**config.mk**
```make
export PLATFORM = sky130hd
export DESIGN_NAME = pkt_injector
export DESIGN_NICKNAME = d
export VERILOG_FILES = /design/src/rtl/pkt_injector_pkg.sv /design/src/rtl/pkt_boundary_tracker.sv /design/src/rtl/pkt_injector.sv
export SDC_FILE = /design/constraint.sdc
export NUM_CORES = 2
export LEC_CHECK = 0
export ABC_AREA = 1
export BUFFER_PORTS_ARGS = -buffer_cell sky130_fd_sc_hd__buf_2
export CAP_MARGIN = 25
export CORE_MARGIN = 2
export CORE_UTILIZATION = 40
export DETAILED_ROUTE_END_ITERATION = 8
export GPL_TIMING_DRIVEN = 0
export SYNTH_ARGS = -nofsm -noshare
export SYNTH_HDL_FRONTEND = slang
export SYNTH_SLANG_ARGS = --single-unit
```
**constraint.sdc**
```tcl
create_clock -name clk -period 18.1 [get_ports clk]
set_clock_uncertainty 0.15 [all_clocks]
set_input_delay 2.715 -clock clk [delete_from_list [all_inputs] [get_ports clk]]
set_output_delay 2.715 -clock clk [all_outputs]
set_load 0.005 [all_outputs]
```
**src/rtl/pkt_injector_pkg.sv**
```systemverilog
// Shared definitions for the packet injector and its boundary tracker.
package pkt_injector_pkg;

  // Default packet buffer depth is 2**5 = 32 words
  localparam int BUF_ADDR_WIDTH_DEFAULT = 5;

  // ctrl value carried by packet body words; anything else is header or end-of-packet
  localparam int CTRL_BODY = 0;

  // Injector control states
  typedef enum logic [1:0] {
    PASS     = 2'd0,
    WAIT_EOP = 2'd1,
    INJECT   = 2'd2
  } inj_state_t;

  // Position of the boundary tracker within a pass-through packet
  typedef enum logic [1:0] {
    TRK_IDLE = 2'd0,
    TRK_HDR  = 2'd1,
    TRK_BODY = 2'd2
  } trk_phase_t;

endpackage

```
**src/rtl/pkt_boundary_tracker.sv**
```systemverilog
// Follows accepted stream words and reports whether a packet is currently open
// and whether the word transferring this cycle closes a packet.
module pkt_boundary_tracker
  import pkt_injector_pkg::*;
#(
  parameter int CTRL_WIDTH = 8
) (
  input  logic                  clk,
  input  logic                  reset,
  input  logic [CTRL_WIDTH-1:0] ctrl,
  input  logic                  wr,
  input  logic                  rdy,
  output logic                  pkt_open,
  output logic                  eop_accepted
);

  trk_phase_t phase;
  logic       xfer;
  logic       is_body;

  assign xfer         = wr && rdy;
  assign is_body      = (ctrl == CTRL_WIDTH'(CTRL_BODY));
  assign pkt_open     = (phase != TRK_IDLE);
  assign eop_accepted = xfer && (phase == TRK_BODY) && !is_body;

  // Advance header -> body -> idle on each accepted word; stray body words while idle are ignored
  always_ff @(posedge clk) begin
    if (reset) begin
      phase <= TRK_IDLE;
    end else if (xfer) begin
      case (phase)
        TRK_IDLE: if (!is_body) phase <= TRK_HDR;
        TRK_HDR:  if (is_body)  phase <= TRK_BODY;
        TRK_BODY: if (!is_body) phase <= TRK_IDLE;
        default:                phase <= TRK_IDLE;
      endcase
    end
  end

endmodule

```
**src/rtl/pkt_injector.sv**
```systemverilog
// Merges buffered packet copies into a pass-through 64-bit stream, only at packet boundaries.
module pkt_injector
  import pkt_injector_pkg::*;
#(
  parameter int DATA_WIDTH     = 64,
  parameter int CTRL_WIDTH     = DATA_WIDTH / 8,
  parameter int BUF_ADDR_WIDTH = BUF_ADDR_WIDTH_DEFAULT
) (
  input  logic                             clk,
  input  logic                             reset,
  input  logic [DATA_WIDTH-1:0]            in_data,
  input  logic [CTRL_WIDTH-1:0]            in_ctrl,
  input  logic                             in_wr,
  output logic                             in_rdy,
  output logic [DATA_WIDTH-1:0]            out_data,
  output logic [CTRL_WIDTH-1:0]            out_ctrl,
  output logic                             out_wr,
  input  logic                             out_rdy,
  input  logic                             buf_wr_en,
  input  logic [BUF_ADDR_WIDTH-1:0]        buf_wr_addr,
  input  logic [CTRL_WIDTH+DATA_WIDTH-1:0] buf_wr_data,
  input  logic                             send_start,
  input  logic [BUF_ADDR_WIDTH:0]          send_len,
  input  logic [7:0]                       send_copies,
  output logic                             busy,
  output logic                             done,
  output logic [31:0]                      tx_pkts
);

  localparam int DEPTH = 1 << BUF_ADDR_WIDTH;
  localparam int LW    = BUF_ADDR_WIDTH + 1;
  localparam int WW    = CTRL_WIDTH + DATA_WIDTH;

  logic [WW-1:0]             buf_mem [DEPTH];
  inj_state_t                state;
  logic                      busy_reg;
  logic                      done_reg;
  logic [BUF_ADDR_WIDTH-1:0] ptr;
  logic [LW-1:0]             len;
  logic [7:0]                copies;
  logic [31:0]               tx_cnt;

  logic                      pkt_open;
  logic                      eop_accepted;
  logic                      cmd_accept;
  logic [LW-1:0]             len_clamped;
  logic                      last_word;
  logic                      opening;
  logic [WW-1:0]             rd_word;

  // busy stays high through the done cycle so a command or buffer write there is refused
  assign busy    = busy_reg || done_reg;
  assign done    = done_reg;
  assign tx_pkts = tx_cnt;

  assign cmd_accept  = send_start && !busy && (send_len != '0) && (send_copies != '0);
  assign len_clamped = (send_len > LW'(DEPTH)) ? LW'(DEPTH) : send_len;
  assign last_word   = ({1'b0, ptr} == (len - LW'(1)));
  assign rd_word     = buf_mem[ptr];
  assign opening     = in_wr && in_rdy && !pkt_open && (in_ctrl != CTRL_WIDTH'(CTRL_BODY));

  pkt_boundary_tracker #(
    .CTRL_WIDTH(CTRL_WIDTH)
  ) u_tracker (
    .clk         (clk),
    .reset       (reset),
    .ctrl        (in_ctrl),
    .wr          (in_wr),
    .rdy         (in_rdy),
    .pkt_open    (pkt_open),
    .eop_accepted(eop_accepted)
  );

  // Output mux: zero-latency pass-through, or the buffer word at ptr while injecting
  always_comb begin
    in_rdy   = out_rdy;
    out_wr   = in_wr && out_rdy;
    out_data = in_data;
    out_ctrl = in_ctrl;
    if (state == INJECT) begin
      in_rdy               = 1'b0;
      out_wr               = out_rdy;
      {out_ctrl, out_data} = rd_word;
    end
  end

  // Packet buffer; contents survive reset and are frozen while a command is active
  always_ff @(posedge clk) begin
    if (buf_wr_en && !busy && !cmd_accept) begin
      buf_mem[buf_wr_addr] <= buf_wr_data;
    end
  end

  // Command latch, boundary-aware state machine and copy/word sequencing
  always_ff @(posedge clk) begin
    if (reset) begin
      state    <= PASS;
      busy_reg <= 1'b0;
      done_reg <= 1'b0;
      ptr      <= '0;
      len      <= '0;
      copies   <= '0;
      tx_cnt   <= '0;
    end else begin
      done_reg <= 1'b0;
      if (cmd_accept) begin
        len      <= len_clamped;
        copies   <= send_copies;
        busy_reg <= 1'b1;
      end
      case (state)
        PASS: begin
          if (busy_reg) begin
            if ((pkt_open && !eop_accepted) || opening) state <= WAIT_EOP;
            else                                        state <= INJECT;
          end
        end
        WAIT_EOP: begin
          if (eop_accepted) state <= INJECT;
        end
        INJECT: begin
          if (out_rdy) begin
            if (last_word) begin
              ptr    <= '0;
              tx_cnt <= tx_cnt + 32'd1;
              copies <= copies - 8'd1;
              if (copies == 8'd1) begin
                state    <= PASS;
                busy_reg <= 1'b0;
                done_reg <= 1'b1;
              end
            end else begin
              ptr <= ptr + 1'b1;
            end
          end
        end
        default: state <= PASS;
      endcase
    end
  end

endmodule

```
---- Word-level counts from Yosys, hierarchy flattened ----
Memory sizes are Yosys's and may differ from the RTL's. A register that Yosys moved wholly into a read port is not among the register bits.
Cells that the tools add are included.
word-level totals
  register bits ........................... 57
  latch bits .............................. 0
  bits in writable memories ............... 2304
  memory bits (read-only) ................. 0
  memories kept ........................... 1
memories
  name     depth  bits a word  read ports  clocked after Yosys merged registers in  write ports  RTL line            RTL
  buf_mem  32     72           1           1                                        1            pkt_injector.sv:34  logic [WW-1:0] buf_mem [DEPTH];
operators by class
  add/sub/neg operators ................... 4
  multipliers ............................. 0
  div/mod/pow operators ................... 0
  magnitude comparators ................... 1
  equality and inequality tests ........... 14
  shifts and indexed selects .............. 0
  muxes and demuxes ....................... 31
  bitwise logic cells ..................... 3
  reduce and logical (&&, ||, !) cells .... 31
operator list
  operator                                                                number
  64-bit 2-to-1 mux                                                       1
  8-bit 2-to-1 mux                                                        5
  32-bit by 1-bit adder with 32-bit output (second input constant)        1
  2-bit 2-to-1 mux                                                        9
  8-bit nonzero test                                                      2
  5-bit 2-to-1 mux                                                        3
  1-bit logical AND                                                       12
  2-bit != test (second input constant)                                   6
  2-bit one-hot mux with 3 select lines                                   2
  1-bit 2-to-1 mux                                                        10
  8-bit by 1-bit equality test with 1-bit output (second input constant)  1
  8-bit logical NOT                                                       1
  8-bit by 1-bit subtractor with 8-bit output (second input constant)     1
  5-bit by 6-bit equality test with 1-bit output                          1
  6-bit > comparator (second input constant)                              1
  6-bit 2-to-1 mux                                                        1
  6-bit nonzero test                                                      1
  6-bit by 1-bit subtractor with 6-bit output (second input constant)     1
  5-bit by 1-bit adder with 5-bit output (second input constant)          1
  1-bit logical NOT                                                       5
  5-bit AND reduction                                                     1
  2-bit by 1-bit equality test with 1-bit output (second input constant)  2
  2-bit equality test (second input constant)                             2
  2-bit logical NOT                                                       2
  other kinds (8)                                                         12

---- Logic depth before layout (Yosys ltp) ----
  word-level depth ........................ 11
  gate-level depth with buffers ........... 14

---- Cells and area by module ----
From an unflattened synthesis, not the netlist that was laid out.
unflattened totals
  cells, all modules ...................... 8191
  area, all modules ....................... 96369.9 um^2
by module, submodules not included
  module                times used  cells each  area an instance (um^2)  seq. area each (um^2)
  pkt_injector          1           8165        96203.5                  70387.5
  pkt_boundary_tracker  1           26          166.4                    40.0

---- Least setup slack after synthesis ----
OpenSTA, ideal clock, no wires.
  path kind ............................... input to register
  start ................................... input send_copies[0]
  end ..................................... memory buf_mem[31][0] (netlist name) (enable)
  arrival ................................. 10176 ps
  slack ................................... 7094 ps
  cell stages on the path ................. 7
  path through ............................ inv_1 > nand2_1 > nor4_1 > nor2_1 > inv_1 > nand2_1 > nor4_1
on the way
  longest elaborated chain between the ends .. 6
RTL lines
  what                                    RTL line            RTL
  start, declared                         pkt_injector.sv:24  input logic [7:0] send_copies,
  8-bit nonzero test                      pkt_injector.sv:56  assign cmd_accept = send_start && !busy && (send_len != '0) && (send_copies != '0);
  1-bit logical AND                       pkt_injector.sv:56
  1-bit logical NOT                       pkt_injector.sv:89  if (buf_wr_en && !busy && !cmd_accept) begin
  1-bit logical AND                       pkt_injector.sv:89
  1-bit 2-to-1 mux                        pkt_injector.sv:89
  1-bit 2-to-1 mux (not written as such)  pkt_injector.sv:90  buf_mem[buf_wr_addr] <= buf_wr_data;
  end, declared                           pkt_injector.sv:34
Every way passes these cells.

==> flow_summary.toml <==
[logic_synthesis]
ys_types = 29
yosys.area.top_type = "edfxtp_1"
ys_top_cells_by_area = "edfxtp_1 73%, o21ai_0 5.9%, nor2_1 5.1%"
yosys.area.top_type_share_pct = 73.2
synth_edf_count = 2304
synthArstFlopShare_pct = 0
syn_nets = 7854
synthCells = 7680
synth-seq-cells = 2366
synth_seq_area_share_pct = 74.5
ys.flop_type = "edfxtp_1"
syn_area_mm2 = 0.0945
ys_warn_count = 0
syn_avg_cell_area_um2 = 12.3

[clocking]
cts-root-buf = "clkbuf_16"
cts_tree = "yes"
postCtsSetupBuffers = 0
clkSinkCount = 2366
clk_pin_slew_ps = 60
cts_buffers = 234
clk_latency_ps = 910
ctsHoldBuffers = 0
h-tree-depth = 4
cts-resized-gates = 0
cts_buffer_depth = 3

[pwr]
p_switching_uw = 3570
p_int_uw = 9260
pwr-share-comb_pct = 14.7
sequentialPowerShare_pct = 47.1
p_sw_share_pct = 27.9
power_uw = 12800
power.density_mw_per_mm2 = 116
pwr-share-clk_pct = 38.1
leakagePower_uw = 0.0373
irDropWorstVdd_v = 0.000123

[floorplanning]
boundaryPins = 277
die_w_um = 490
start_util_pct = 40.2
die-area_mm2 = 0.240
fp.dieH_um = 490
coreArea_mm2 = 0.235
num_rows = 178

[finish]
multi_input_area_mm2 = 0.0218
largest_reg_flops = 2304
seqCellArea_mm2 = 0.0704
final_util_pct = 46.9
fillers = 20900
area_growth_pct = 16.7
stdcell_count = 11700
final_nets = 8513
design_area_mm2 = 0.110
largest_register = "buf_mem"
drive_above_1_share_pct = 11.1

[worst_setup_path]
cp_max_fo = 10
path_class = "reg2out"
cp.arrival_ps = 5000
crit_chain = "buf_2 > inv_2 > buf_2 > clkbuf_1 > o21ai_0 > o22ai_1 > nand2_1 > nand2_1 > nand2_1 > nand3_1 > nand3_1 > nand2_1 > buf_2"
critPathLaunchType = "flop"
crit_family = "buffers and inverters"
crit_path_top_delay_cell = "buf_2"
cp_common_cell = "nand2_1"
slowest_delay_ps = 720
worstSetupEndpointType = "output pin"
crit_buf_inv = 5
crit_required_ps = 15240

[timing]
finalSetupViolations = 0
hold_viol = 0
fin_crit_sh_pct = 43.4
drv_slew = 0
grt_setup_unrepaired = "no"
setup_slack_ps = 10240
worstMarginPinSlew_ps = 1130
slew_headroom_pct = 24.6
fmax_mhz = 127
period_minus_slack_ps = 7860

[detailed_routing]
drt_first_pass_iters = 6
via_per_inst = 5.85
wirelength_mm = 333
antenna_left = 0
drt_iter0_markers = 10000
drcViolationCount = 0
dr_total_vias = 68600
avgRoutedWirePerCell_um = 28.4

[place]
post-place-ws_ps = 11380
io_buffers = 274
placed_cells = 11300
place.gp.congestion = 0.892
placed_cell_area_mm2 = 0.103
hpwl_mm = 226

[grt]
grt_pass1_vias = 65000
grt-ovfl-total = 0
grt_max_degree = 33
grt_pass1_wl_mm = 468
grt_usage_pct = 26.9
antenna_found_initial = 40

[status]
status = "completed"

[flow_run]
maxCapViolCount = 0

[hold_path]
worstHoldPathType = "reg2reg"
Yosys cell counts, types with 2 or more instances:
| cell type | n |
|---|---|
| a21oi_1 | 39 |
| buf_1 | 35 |
| buf_2 | 99 |
| buf_4 | 37 |
| buf_6 | 6 |
| clkbuf_1 | 349 |
| dfxtp_1 | 62 |
| edfxtp_1 | 2304 |
| ha_1 | 5 |
| inv_1 | 57 |
| inv_2 | 5 |
| nand2_1 | 1118 |
| nand3_1 | 457 |
| nand3b_1 | 12 |
| nand4_1 | 34 |
| nor2_1 | 1286 |
| nor2_2 | 3 |
| nor2_4 | 2 |
| nor3_1 | 8 |
| nor4_1 | 2 |
| o21ai_0 | 1111 |
| o21ai_1 | 52 |
| o22ai_1 | 576 |
| xnor2_1 | 7 |
| xor2_1 | 10 |
layout make-up:
| type | instances | share of cell area (%) |
|---|---|---|
| Buffer | 526 | 2.08 |
| Tap cell | 3150 | 3.57 |
| Clock buffer | 297 | 5.61 |
| Multi-Input combinational cell | 4725 | 19.8 |
| Sequential cell | 2366 | 63.9 |
| Inverter | 63 | 0.219 |
| Timing Repair Buffer | 423 | 3.54 |
| Clock inverter | 134 | 1.30 |
| Antenna cell | 29 | 0.0658 |
cell usage in the layout (no fill, tap or decap), drive strengths merged:
cell type,instances
inv,69
ha,5
xnor2,7
edfxtp,2304
buf,600
a211oi,1
clkinv,100
dfxtp,62
xor2,10
and2,1
nor2,1291
clkinvlp,5
a31o,1
nand3,457
nand2,1118
o22ai,576
a21oi,39
clkbuf,646
nand3b,12
bufinv,23
diode,29
nor4,2
nor3,8
nand4,34
o21ai,1163
worst min-delay path: stages (launching register included):
cell and delay, ps:
dfxtp_1 320, nand2_1 60, a21oi_1 50
cells by family after synthesis:
group | after synthesis | share of synthesized area [%]
compound gates | 1780 | 10.2
xor+xnor | 17 | 0.158
fa+ha+maj | 5 | 0.0662
buf+inv | 589 | 2.67
flops | 2366 | 74.5
simple gates | 2923 | 12.4
routing by layer:
metal  track usage (%)  vias up  routed length (µm)
met1              36.8    34000              130000
met2              40.7     4477              148000
met4              12.0       26               15100
met5                 0        -                 214
met3              6.48      717               39100
li1                  -    29400                   -
worst paths after layout:
kind	from	to	slack, ps	cells past startpoint
worst max-delay path	flop	out_data[25]	10240	13
worst min-delay path	u_tracker.phase[1]	u_tracker.phase[1]	340	2
worst max register to register	busy_reg	buf_mem[4][20]	14660	10
worst min register to register	u_tracker.phase[1]	u_tracker.phase[1]	340	2
metrics by stage:
stage               TNS, ps  hold WS, ps
finish                    0          337
global route              0          358
CTS                       0          338
detailed placement        0          324
global placement    -135780          312
floorplan                 0          303
power by group through the flow:
| stage | clock network (µW) | logic, µW | registers [µW] |
|---|---|---|---|
| finish | 4890 | 1890 | 6050 |
| floorplan | 0 | 931 | 6160 |
| global placement | 0 | 1800 | 6170 |
| CTS | 4910 | 1860 | 6050 |
| global route | 5120 | 2020 | 6050 |
| detailed placement | 0 | 1860 | 6160 |
No activity file was read; power rests on OpenSTA's default activity.
